[src/rtl/echo_probe_pkg.sv]
// Shared definitions for the UART echo probe: FSM encoding, error-count
// saturation limit and the timeout timer width.
package echo_probe_pkg;

  typedef enum logic [2:0] {
    ST_IDLE  = 3'd0,
    ST_FLUSH = 3'd1,
    ST_SEND  = 3'd2,
    ST_WAIT  = 3'd3,
    ST_DONE  = 3'd4
  } state_t;

  localparam logic [7:0] ERR_SAT = 8'hFF;

  // Bits needed to hold 0 .. cycles-1; never narrower than one bit.
  function automatic int unsigned timer_width(input int unsigned cycles);
    return (cycles > 1) ? $clog2(cycles) : 1;
  endfunction

endpackage

[src/rtl/cycle_timer.sv]
// Per-byte wait timer: counts enabled cycles after a clear and flags the
// terminal count TIMEOUT_CYCLES-1.
module cycle_timer
  import echo_probe_pkg::*;
#(
  parameter int unsigned TIMEOUT_CYCLES = 1000000
) (
  input  logic clk,
  input  logic rst,
  input  logic clr,
  input  logic en,
  output logic expired
);

  localparam int unsigned          W     = timer_width(TIMEOUT_CYCLES);
  localparam logic [W-1:0]         LIMIT = W'(TIMEOUT_CYCLES - 1);

  logic [W-1:0] cnt;

  always_ff @(posedge clk or negedge rst) begin
    if (!rst)                cnt <= '0;
    else if (clr)            cnt <= '0;
    else if (en && !expired) cnt <= cnt + 1'b1;
  end

  assign expired = (cnt == LIMIT);

endmodule

[src/rtl/uart_echo_probe.sv]
// Echo-loop initiator: sends an incrementing byte run through a UART,
// checks each echoed byte and reports verdict, error count and timeout.
module uart_echo_probe
  import echo_probe_pkg::*;
#(
  parameter int unsigned clk_freq       = 50000000,
  parameter int unsigned TIMEOUT_CYCLES = 1000000
) (
  input  logic       clk,
  input  logic       rst,
  input  logic       start,
  input  logic [7:0] seed,
  input  logic [7:0] count,
  output logic       wr_uart,
  output logic [7:0] w_data,
  input  logic       tx_full,
  output logic       rd_uart,
  input  logic [7:0] r_data,
  input  logic       rx_empty,
  output logic       busy,
  output logic       done,
  output logic       pass,
  output logic       timeout,
  output logic [7:0] err_count,
  output logic [7:0] last_rx
);

  if (clk_freq == 0 || TIMEOUT_CYCLES < 2) begin : g_param_check
    $error("uart_echo_probe: clk_freq must be nonzero and TIMEOUT_CYCLES >= 2");
  end

  state_t     state, state_nx;
  logic [8:0] remaining;
  logic       timer_clr, timer_en, expired;

  cycle_timer #(.TIMEOUT_CYCLES(TIMEOUT_CYCLES)) u_timer (
    .clk     (clk),
    .rst     (rst),
    .clr     (timer_clr),
    .en      (timer_en),
    .expired (expired)
  );

  always_comb begin
    state_nx  = state;
    wr_uart   = 1'b0;
    rd_uart   = 1'b0;
    timer_clr = 1'b0;
    timer_en  = 1'b0;
    case (state)
      ST_IDLE:  if (start) state_nx = ST_FLUSH;
      ST_FLUSH: begin
        if (!rx_empty) rd_uart  = 1'b1;
        else           state_nx = ST_SEND;
      end
      ST_SEND: begin
        if (!tx_full) begin
          wr_uart   = 1'b1;
          timer_clr = 1'b1;
          state_nx  = ST_WAIT;
        end
      end
      ST_WAIT: begin
        // Arriving data takes priority over an expiring timer.
        if (!rx_empty) begin
          rd_uart  = 1'b1;
          state_nx = (remaining == 9'd1) ? ST_DONE : ST_SEND;
        end else if (expired) begin
          state_nx = ST_DONE;
        end else begin
          timer_en = 1'b1;
        end
      end
      ST_DONE:  state_nx = ST_IDLE;
      default:  state_nx = ST_IDLE;
    endcase
  end

  // w_data doubles as the expected-byte register.
  always_ff @(posedge clk or negedge rst) begin
    if (!rst) begin
      state     <= ST_IDLE;
      busy      <= 1'b0;
      done      <= 1'b0;
      pass      <= 1'b0;
      timeout   <= 1'b0;
      err_count <= '0;
      last_rx   <= '0;
      w_data    <= '0;
      remaining <= '0;
    end else begin
      state <= state_nx;
      busy  <= (state_nx != ST_IDLE);
      done  <= (state_nx == ST_DONE);
      case (state)
        ST_IDLE: begin
          if (start) begin
            w_data    <= seed;
            remaining <= (count == 8'd0) ? 9'd256 : {1'b0, count};
            pass      <= 1'b0;
            timeout   <= 1'b0;
            err_count <= '0;
          end
        end
        ST_WAIT: begin
          if (!rx_empty) begin
            last_rx   <= r_data;
            if (r_data != w_data && err_count != ERR_SAT)
              err_count <= err_count + 8'd1;
            w_data    <= w_data + 8'd1;
            remaining <= remaining - 9'd1;
          end else if (expired) begin
            timeout <= 1'b1;
            if (err_count != ERR_SAT) err_count <= err_count + 8'd1;
          end
        end
        ST_DONE: pass <= (err_count == 8'd0) && !timeout;
        default: ;
      endcase
    end
  end

endmodule
[config.mk]
export PLATFORM = sky130hd
export DESIGN_NAME = uart_echo_probe
export DESIGN_NICKNAME = d
export VERILOG_FILES = /design/src/rtl/echo_probe_pkg.sv /design/src/rtl/cycle_timer.sv /design/src/rtl/uart_echo_probe.sv
export SDC_FILE = /design/constraint.sdc
export NUM_CORES = 1
export LEC_CHECK = 0
export CORE_MARGIN = 2
export CORE_UTILIZATION = 37
export CTS_CLUSTER_SIZE = 12
export DETAILED_ROUTE_END_ITERATION = 8
export PLACE_DENSITY_LB_ADDON = 0.2
export REMOVE_ABC_BUFFERS = 1
export SLEW_MARGIN = 20
export SYNTH_ARGS = -nofsm -noshare
export SYNTH_HDL_FRONTEND = slang
export SYNTH_SLANG_ARGS = --single-unit
[constraint.sdc]
create_clock -name clk -period 4.5 [get_ports clk]
set_clock_uncertainty 0.2 [all_clocks]
set_input_delay 0.9 -clock clk [delete_from_list [all_inputs] [get_ports clk]]
set_output_delay 0.9 -clock clk [all_outputs]
set_load 0.01 [all_outputs]
== After elaboration in Yosys (flattened, before gate mapping) ==
Cells that the tools add are included.

* Flip-flop bits (word level): 60
* Bits in latches: 0
* RAM bits: 0
* Bits in read-only memories: 0
* Input bits: 29
* Output and inout port bits: 30
* Memories kept: 0

* Add/sub/neg operators: 4
* Multiply operators: 0
* Divide/modulo/power cells: 0
* Order comparisons: 0
* Eq/ne operators: 16
* Shift operators: 0
* Muxes and demuxes: 34
* Bitwise logic cells: 1
* Reductions and logical operators: 18

{| class="wikitable"
|+ Operators by type and width
! kind !! count
|-
| $mux W8 || 7
|-
| $mux W20 || 2
|-
| $pmux W8 S2 || 2
|-
| $mux W9 || 3
|-
| $add A20 B1 Y20 const B || 1
|-
| $eq A20 B20 Y1 const B || 1
|-
| $mux W3 || 6
|-
| $pmux W9 S2 || 1
|-
| $add A8 B1 Y8 const B || 2
|-
| $logic_not A8 Y1 || 2
|-
| $pmux W3 S4 || 1
|-
| $mux W1 || 10
|-
| $eq A9 B1 Y1 const B || 1
|-
| $sub A9 B1 Y9 const B || 1
|-
| $ne A8 B8 Y1 || 1
|-
| $ne A8 B8 Y1 const B || 1
|-
| $eq A3 B2 Y1 const B || 2
|-
| $eq A3 B3 Y1 const B || 2
|-
| $ne A2 B2 Y1 const B || 3
|-
| $ne A3 B3 Y1 const B || 2
|-
| $reduce_bool A2 Y1 || 3
|-
| $reduce_and A5 Y1 || 1
|-
| $pmux W1 S2 || 2
|-
| $reduce_and A2 Y1 || 2
|-
| 11 further kinds || 14
|}

== Depth between registers and ports, before layout ==
* Depth after elaboration: 7
* Mapped depth: 9
* Mapped depth without buffers: 7

== Cells and area by module ==
Synthesis repeated with hierarchy kept, for this count alone.

* Cell total of the unflattened synthesis: 366
* Area, all modules: 3404.5 um^2

{| class="wikitable"
|+ By module, submodules not included
! module !! instances !! cells each !! area an instance (um^2) !! seq. area each (um^2)
|-
| uart_echo_probe || 1 || 253 || 2306.0 || 1001.0
|-
| cycle_timer || 1 || 113 || 1098.6 || 500.5
|}

== Worst setup path before layout ==
No wires, ideal clock.

* Path kind: input-to-output
* Start point: in tx_full
* End point: out wr_uart
* Arrival: 1939 ps
* Data required time: 3400 ps
* Setup slack: 1461 ps
* Stages: 3
* Path through: nor4b_1 clkbuf_1 clkbuf_1

* Cells in the longest elaborated chain, start to end: 2

{| class="wikitable"
|+ RTL lines
! element !! RTL line !! RTL
|-
| start, declared || uart_echo_probe.sv:16 || <nowiki>input logic tx_full,</nowiki>
|-
| $mux W1 || uart_echo_probe.sv:57 || <nowiki>if (!tx_full) begin</nowiki>
|-
| $mux W1 || uart_echo_probe.sv:50 || <nowiki>case (state)</nowiki>
|-
| end, declared || uart_echo_probe.sv:14 || <nowiki>output logic wr_uart,</nowiki>
|}

No other way between the ends.

== Worst setup path in the final report ==
* Start point: in rx_empty
* End point: out rd_uart

* Cells in the longest elaborated chain, start to end: 2

{| class="wikitable"
|+ RTL lines
! element !! RTL line !! RTL
|-
| start, declared || uart_echo_probe.sv:19 || <nowiki>input logic rx_empty,</nowiki>
|-
| $mux W1 || uart_echo_probe.sv:53, uart_echo_probe.sv:65 ||
|-
| $mux W1 || -- ||
|-
| end, declared || uart_echo_probe.sv:17 || <nowiki>output logic rd_uart,</nowiki>
|}

No other way between the ends.

==> impl_summary.txt <==
----------------------------------------------------
[Outcome]
  Run status ... complete, no violations

[Cells and area]
  Fin nets ... 448
  Number of fill cells in the layout ... 854
  ANT cells ... 0
  Fraction of final layout cells sized beyond drive strength 1 ... 9.330%
  Area of the multi-input gates ... 1664 sq um
  Layout-stage area growth over the synthesis result ... 27.17%
  Post-layout util ... 47.90%
  Register cell area after layout ... 1501 sq um

[Logic synthesis]
  Most used flip-flop cell after synthesis ... sky130_fd_sc_hd__dfrtp_1
  Number of synthesized register bits ... 60
  Synthesized area ... 3237 sq um
  Mean Syn Cell Area ... 9.170 sq um
  Number of flops mapped to enable cells by yosys ... 0
  Synth unique cells ... 48
  Synth area leaders ... sky130_fd_sc_hd__dfrtp_1 46%, sky130_fd_sc_hd__nor2_1 5.7%, sky130_fd_sc_hd__a21oi_1 4.2%
  Share of the synthesized area in the top cell type ... 46.39%
  Seq/Total Area, Yosys ... 46.39%
  Cell type with the highest aggregate area in the netlist ... sky130_fd_sc_hd__dfrtp_1
  Mapped Cells ... 353
  Share of synthesized registers carrying an async set or reset ... 100.0%
  Warning count from the yosys run ... 0

[Power and ir drop]
  Overall power of the completed layout ... 2218 uW
  Cell internal power dissipation ... 1337 uW
  Static Leakage ... 0.001665 uW
  Max rail drop VDD ... 0.0002673 V
  Switching part of the total ... 39.73%
  Share of power burned in registers ... 38.8%
  Power density cells ... 538.9 nW/um^2
  Switching power of the nets ... 881.2 uW
  Portion of total power attributed to the clock network ... 19.3%
  Combinational power share ... 41.9%

[Timing]
  Slew Limit Headroom ... 37.70%
  Setup violation total in the final timing report ... 0
  Final-report hold violation count ... 0
  Final max-slew violation count ... 0
  Post-Route Setup TNS ... 0 ns
  Highest Clock Rate ... 298.0 MHz
  Pin slew with the least headroom to its limit ... 0.9260 ns
  Final cycle utilization of the critical path ... 74.58%
  Fin crit period ... 3.356 ns
  Setup repair after global routing missed its margin ... no

[Place]
  Gp weighted congestion ... 0.7751
  Buffers added on ports ... 58
  Half-perimeter wire length after placement ... 5.602 mm

[Route]
  Sum of routed wire length over all layers ... 8.046 mm
  First-pass DRT Iterations ... 5
  Routed wire length per instance ... 15.30 um
  Vias post-DR ... 2870
  Detail-routed via count per cell ... 5.456
  Post-route DRC ... 0
  Final ANT Viol Nets ... 0
  Number of design-rule violations left by the first detailed-router iteration ... 110

[Flow run]
  Maximum capacitance violations ... 0

[Floorplan]
  Placement row count ... 34
  Chip Height ... 97.53 um
  Core Region ... 8593 sq um
  Die Footprint ... 9512 sq um
  Die Span X ... 97.53 um
  Number of top-level design ports ... 59
  Initial cell density of the core ... 37.67%

[Clock network]
  Clock buffers created by TritonCTS ... 9
  Max clock buf depth ... 2
  Clock transition time at the flip-flop clock pins of the worst setup and hold paths ... 0.07 ns
  Buffer cell driving the clock tree root ... sky130_fd_sc_hd__clkbuf_8
  Total number of clock tree sinks ... 60
  # Post-CTS Setup Buffers ... 0
  Count of hold buffers inserted by post-cts repair ... 0
  Clock latency at the later pin of the worst-skew pair ... 0.34 ns
  Number of levels the H-tree was split into ... 3
  Post-CTS resize count ... 0
  Clock tree from TritonCTS ... built

[Setup path]
  Top cell family by delay on the critical path ... buffers and inverters
  CP arrival ... 2.26 ns
  Sequence of cells on the critical path ... clkdlybuf4s50_1 -> nor2_1 -> clkdlybuf4s50_1
  Slowest cell on the critical path ... sky130_fd_sc_hd__clkdlybuf4s50_1
  Sum of buffers and inverters on the critical path ... 2
  Critical path's largest stage delay ... 0.59 ns
  Sort of element at the start of the critical path ... input port
  Largest driver fanout on the critical path ... 10
  Most common cell type on the critical path ... sky130_fd_sc_hd__clkdlybuf4s50_1
  Sort of element at the end of the critical path ... output port
  Kind of critical path ... in -> out
  Required time at the worst-slack endpoint ... 3.40 ns

[GRT]
  Number of antenna violations at the first check in global routing ... 0
  Grt ovf ... 0
  Met2 GRT Util ... 26.31%
  Global-route wire length before repair ... 13.86 mm
  Largest net degree at the start of global routing ... 32
  GRT met3 Usage ... 4.676%
  GR Util met1 ... 25.87%
  Via count of the first global-routing pass ... 2808
  Gr busiest metal ... met2
  Combined global-route utilization of all metal layers ... 18.02%

[Hold path]
  Type of the most critical hold path ... reg -> reg

----------------------------------------------------
## through the flow
| stage | setup WS (ns) | std cells | instance area (sq um) | hold WS [ns] |
|---|---|---|---|---|
| 5_1_grt | 1.105 | 526 | 4116 | 0.3385 |
| 3_5_place_dp | 1.137 | 510 | 3945 | 0.2996 |
| 6_report | 1.144 | 526 | 4116 | 0.3088 |
| 4_1_cts | 1.139 | 526 | 4114 | 0.3154 |
| 2_1_floorplan | 0.5528 | 337 | 3176 | 0.2845 |
| 3_3_place_gp | 1.137 | 510 | 3945 | 0.3022 |
## per-layer routing
layer | vias to the layer above | part of all wire [%]
li1 | 1391 | -
met1 | 1392 | 49
met2 | 78 | 45
met3 | 9 | 5.1
met4 | 0 | 1.3
met5 | - | 0
## Yosys cell counts, types with 2 or more instances
master,instances
sky130_fd_sc_hd__nor4_1,5
sky130_fd_sc_hd__a31oi_1,4
sky130_fd_sc_hd__and2_1,3
sky130_fd_sc_hd__nand2_1,24
sky130_fd_sc_hd__nor3_1,9
sky130_fd_sc_hd__nand3_1,23
sky130_fd_sc_hd__a21oi_1,27
sky130_fd_sc_hd__inv_1,5
sky130_fd_sc_hd__nand4b_1,2
sky130_fd_sc_hd__nor2_1,49
sky130_fd_sc_hd__and4_1,2
sky130_fd_sc_hd__or3_1,3
sky130_fd_sc_hd__and3_1,6
sky130_fd_sc_hd__a21o_1,2
sky130_fd_sc_hd__mux2_2,9
sky130_fd_sc_hd__a211oi_1,2
sky130_fd_sc_hd__dfrtp_1,60
sky130_fd_sc_hd__xnor2_1,14
sky130_fd_sc_hd__nand3b_1,3
sky130_fd_sc_hd__nor4b_1,2
sky130_fd_sc_hd__xor2_1,12
sky130_fd_sc_hd__nor3b_1,3
sky130_fd_sc_hd__ha_1,6
sky130_fd_sc_hd__or4_1,3
sky130_fd_sc_hd__o31ai_1,3
sky130_fd_sc_hd__o21ai_0,26
sky130_fd_sc_hd__clkbuf_1,15
sky130_fd_sc_hd__nand4_1,9
sky130_fd_sc_hd__nand2b_1,3
## worst paths after layout
check,start,to,slack [ns],cells after the start
max,rx_empty,rd_uart,1.14,3
min in group asynchronous,rst,remaining[4],0.41,1
max reg2reg,state[2],u_timer.cnt[17],1.72,7
max in group asynchronous,rst,timeout,2.79,2
min,last_rx[6],last_rx[6],0.31,1
min reg2reg,last_rx[6],last_rx[6],0.31,1
## worst reg2reg max path: cells and delay by family (launching register included)
kind	cells	cell delay (ns)
buf+inv	1	0.29
simple gates	5	1.54
flops	1	0.50
xor+xnor	1	0.16
## cell families after synthesis
group                    Yosys count  share of synthesized area, %
XOR/XNOR                          26                         7.035
flip-flops                        60                         46.39
buffers and inverters             21                         2.474
AO/OA/AOI/OAI                     75                         13.65
adder cells (fa/ha/maj)            6                         2.319
multiplexers                      10                         3.440
AND/OR/NAND/NOR                  155                         24.70
## power groups by stage
| stage | logic, uW | clock network [uW] | registers, uW |
|---|---|---|---|
| finish | 929 | 429 | 861 |
| global route | 1040 | 470 | 890 |
| CTS | 934 | 440 | 861 |
| detailed placement | 929 | 0 | 866 |
| global placement | 914 | 0 | 868 |
| floorplan | 502 | 0 | 863 |
## area by class of cell
cell class	instances	share of cell area [%]
timing repair buffer	65	15.26
clock buffer	11	3.435
sequential	60	36.47
inverter	5	0.4559
clock inverter	5	0.6687
tap	108	3.283
multi-input combinational	272	40.43
## state kept, by name (all words and copies together), names as in the netlist
signal       flops
u_timer.cnt     20
w_data           8
last_rx          8
pass             1
state            3
err_count        8
done             1
remaining        9
timeout          1
busy             1
## cells in the final DEF (no fill, tap or decap), types with 10 or more instances in the layout
cell                              instances
sky130_fd_sc_hd__clkbuf_8                10
sky130_fd_sc_hd__nand2_1                 24
sky130_fd_sc_hd__nand3_1                 23
sky130_fd_sc_hd__a21oi_1                 27
sky130_fd_sc_hd__xnor2_1                 14
sky130_fd_sc_hd__dfrtp_1                 60
sky130_fd_sc_hd__nor2_1                  48
sky130_fd_sc_hd__o21ai_0                 26
sky130_fd_sc_hd__xor2_1                  12
sky130_fd_sc_hd__clkdlybuf4s50_1         57
No activity file was read; power rests on OpenSTA's default activity.
